## config.mk

```make
export PLATFORM = sky130hd
export DESIGN_NAME = demux1to4_tdm
export DESIGN_NICKNAME = d
export VERILOG_FILES = /design/src/rtl/demux1to4_tdm.sv
export SDC_FILE = /design/constraint.sdc
export NUM_CORES = 1
export LEC_CHECK = 0
export BUFFER_PORTS_ARGS = -buffer_cell sky130_fd_sc_hd__buf_2
export CAP_MARGIN = 20
export CORE_AREA = 3 3 40 42
export CTS_BUF_LIST = sky130_fd_sc_hd__clkbuf_4
export DETAILED_ROUTE_END_ITERATION = 10
export DIE_AREA = 0 0 43 45
export GPL_TIMING_DRIVEN = 0
export PLACE_DENSITY = 0.59
export REMOVE_ABC_BUFFERS = 1
export SYNTH_ARGS = -nofsm -noshare
export SYNTH_HDL_FRONTEND = slang
export SYNTH_SLANG_ARGS = --single-unit
```

## constraint.sdc

```tcl
create_clock -name clk -period 1.4 [get_ports clk]
set_input_delay 0.14 -clock clk [delete_from_list [all_inputs] [get_ports clk]]
set_output_delay 0.14 -clock clk [all_outputs]
set_load 0.005 [all_outputs]
```

## src/rtl/demux1to4_tdm.sv

```systemverilog
// demux1to4_tdm: receive end of a 4:1 TDM link, splitting valid words onto four registered channels.
// Define DEMUX_SYNC_ERR_EN to enable the sticky sync-misalignment err flag (otherwise err is tied to 0).
module demux1to4_tdm #(
  parameter int DW = 1
) (
  input  logic          clk,
  input  logic          rst_n,
  input  logic [DW-1:0] in,
  input  logic          in_vld,
  input  logic          sync,
  output logic [DW-1:0] out0,
  output logic [DW-1:0] out1,
  output logic [DW-1:0] out2,
  output logic [DW-1:0] out3,
  output logic          frm_vld,
  output logic [1:0]    sel,
  output logic          err
);
  logic [DW-1:0] sh0, sh1, sh2;
  logic start, mid1, mid2, last;
  // sync restarts the frame at channel 0 and overrides whatever channel sel points at
  assign start = in_vld && (sync || sel == 2'd0);
  assign mid1  = in_vld && !sync && sel == 2'd1;
  assign mid2  = in_vld && !sync && sel == 2'd2;
  assign last  = in_vld && !sync && sel == 2'd3;
  always_ff @(posedge clk) begin
    if (!rst_n) begin
      sel     <= 2'd0;
      sh0     <= '0;
      sh1     <= '0;
      sh2     <= '0;
      out0    <= '0;
      out1    <= '0;
      out2    <= '0;
      out3    <= '0;
      frm_vld <= 1'b0;
    end else begin
      frm_vld <= last;
      if (in_vld) sel <= start ? 2'd1 : sel + 2'd1;
      if (start) sh0 <= in;
      if (mid1) sh1 <= in;
      if (mid2) sh2 <= in;
      if (last) begin
        out0 <= sh0;
        out1 <= sh1;
        out2 <= sh2;
        out3 <= in;
      end
    end
  end
`ifdef DEMUX_SYNC_ERR_EN
  always_ff @(posedge clk) begin
    if (!rst_n) err <= 1'b0;
    else if (in_vld && sync && sel != 2'd0) err <= 1'b1;
  end
`else
  assign err = 1'b0;
`endif
endmodule

```

==> impl_metrics.toml <==
[global_routing]
antenna_found_initial = 0
grt_pass1_vias = 268
grt_usage_pct = 8.86
grt_pass1_wl_um = 1210
overflow = 0
grt_max_degree = 12

[critical_path]
r2r_cells = 4
rrSetupSlack_ns = 0.14
worst_ep_required_time_ns = 1.56
path_max_fanout = 6
cp-start-kind = "register"
r2r_end = "sel[1]$_SDFFE_PN0P_"
crit_path_end_kind = "register"
critPathKind = "register to register"
r2r_start = "sel[0]$_SDFFE_PN0P_"
cp.arrival_ns = 1.41

[synthesis]
yosysTopAreaCell = "dfxtp_1"
yosysTopAreaCellShare_pct = 43.0
synth_cells = 46
synth_cell_types = 17
synth_mux_area_share_pct = 15.1
synthAdderAreaFrac_pct = 10.8
synth_compound_area_share_pct = 5.11
synth_xor_area_share_pct = 0
synth-seq-area-share_pct = 43.0
synth_top_family_by_area = "simple AND/OR/NAND/NOR gates"
yosysWarnings = 0
ys_seq_elements = 10
synth-simple-area-share_pct = 18.0
synth_area_leaders = "dfxtp_1 43%, mux2i_1 15%, ha_1 11%, nand2_1 6.5%, buf_4 3.2%"
syn_avg_cell_area_um2 = 10.1
syn-cell-area_um2 = 465

[sta]
rsz0062_at_grt = "no"
setup_viol = 0
skew_ns = 0.000816
fin_tns_setup_ns = 0
fmax_mhz = 797
slew_viol_final = 0
finalCritPeriodShare_pct = 89.7
hold_viol_final = 0
fin_crit_ns = 1.26

[placement]
gp_congestion = 0.632
io_buffers = 11
dp_hpwl_um = 547
post_dp_cell_area_um2 = 513

[cts]
htreeDepth = 1
holdBufCountCts = 0
clk_pin_slew_ns = 0.06
cts_resized = 0
cts_sinks = 10
cts_buffers = 3
cts_setup_buffers = 0
clk_path_buf_depth = 2
clkLatencyLatePin_ns = 0.26
clock-root-buffer = "clkbuf_4"
cts_tree = "done"

[detailed_routing]
detail_route.wl_per_cell_um = 10.4
vias_per_cell = 4.50
vias = 324
antenna_left = 0
wl_um = 751
drt_iter0_drc = 3
drt_first_pass_iters = 2
drc = 0

[cells_and_area]
nNetsFinal = 68
area_delta_synth_final_pct = 15.1
n_antenna_cell = 0
multi_input_area_um2 = 231
n_fill_cell = 132
finalInstanceArea_um2 = 536
drive_above_1_share_pct = 28.1
ff_latch_area_um2 = 200

[power_and_ir_drop]
ir_worst_vdd_mv = 0.532
p_leak_nw = 0.256
p_per_area_nw_per_um2 = 972
power.total_uw = 521

[flow_run]
maxCapViolations = 0

[die]
rows = 13
dieArea_um2 = 1940
initial_core_util_pct = 36.2
core_um2 = 1280
ios = 13
die_w_um = 43
die_y_um = 45

[min_path]
min_to = "sel[0]$_SDFFE_PN0P_"
hp-class = "input port to register"
min_from = "in_vld"
whs_path_depth = 2

[outcome]
outcome = "completed"
[power by group]
group | leakage, nW | internal [mW] | switching, mW | total, mW
clock | 0.0138 | 0.0989 | 0.0893 | 0.188
combinational | 0.161 | 0.0166 | 0.0214 | 0.0380
sequential | 0.0811 | 0.290 | 0.00438 | 0.294
total | 0.256 | 0.406 | 0.115 | 0.521
[synth_stat cells]
cell and n:
and2_2 1, conb_1 1, nand2_1 8, and4bb_2 1, nor2_1 1, ha_1 4
nand3b_1 2, inv_1 2, dfxtp_1 10, o21ai_0 2, and3b_1 1, mux2i_1 7
buf_4 2, a31oi_1 1, nor2b_1 1, o21a_1 1, buf_6 1
[worst max-delay path: stages, from the launching register on]
cell and delay (ns):
dfxtp_1 0.42, inv_1 0.09, ha_1 0.28, and4bb_2 0.21, o21a_1 0.16
[flip-flops by register name (all words and copies together) (netlist names)]
name	flops
frm_vld	1
out0	1
out1	1
out2	1
out3	1
sel	2
sh0	1
sh1	1
sh2	1
[per-stage QoR]
step / hold slack, ns / instances / util (%) / setup slack, ns
6_report: 0.161 / 72 / 41.7 / 0.145
5_1_grt: 0.179 / 72 / 41.7 / 0.0729
4_1_cts: 0.153 / 72 / 41.7 / 0.134
3_5_place_dp: 0.428 / 69 / 39.9 / 0.151
3_3_place_gp: 0.417 / 69 / 39.9 / 0.165
2_1_floorplan: 0.240 / 43 / - / 0.186
[kinds of logic after synthesis]
| kind of cell | count (synthesis) |
|---|---|
| simple gates | 15 |
| buf+inv | 5 |
| mux | 7 |
| other cells | 1 |
| flops | 10 |
| fa+ha+maj | 4 |
| compound gates | 4 |
[routing by layer]
| layer | vias to the layer above | part of all wire [%] | global-route usage, % |
|---|---|---|---|
| met5 | - | 0 | 0 |
| met4 | 0 | 0 | 3.61 |
| met3 | 0 | 7.7 | 6.37 |
| met2 | 12 | 36 | 10.5 |
| met1 | 138 | 56 | 12.0 |
| li1 | 174 | - | - |
[cell usage in the layout (no fill, tap or decap), types with 2 or more instances in the layout]
cell type,instances
mux2i_1,7
clkbuf_4,3
nand2_1,8
o21ai_0,2
ha_1,4
dfxtp_1,10
nand3b_1,2
buf_2,11
inv_1,2
[area by class of cell]
cell class              count  area share, %
clock buffers               3           4.21
inverters                   2           1.40
multi-input cells          31           43.2
flip-flops and latches     10           37.4
well taps                  15           3.50
repair buffers             11           10.3
[how the worst max path moves through the flow]
stage | from | to | slack [ns] | depth (start not counted)
floorplan | sel[0]$_SDFFE_PN0P_ | sel[1]$_SDFFE_PN0P_ | 0.19 | 4
global placement | sel[0]$_SDFFE_PN0P_ | sel[1]$_SDFFE_PN0P_ | 0.16 | 4
detailed placement | sel[0]$_SDFFE_PN0P_ | sel[1]$_SDFFE_PN0P_ | 0.15 | 4
CTS | sel[0]$_SDFFE_PN0P_ | sel[1]$_SDFFE_PN0P_ | 0.13 | 4
global route | sel[0]$_SDFFE_PN0P_ | sel[1]$_SDFFE_PN0P_ | 0.07 | 4
finish | sel[0]$_SDFFE_PN0P_ | sel[1]$_SDFFE_PN0P_ | 0.14 | 4
(Power assumes the default switching activity.)
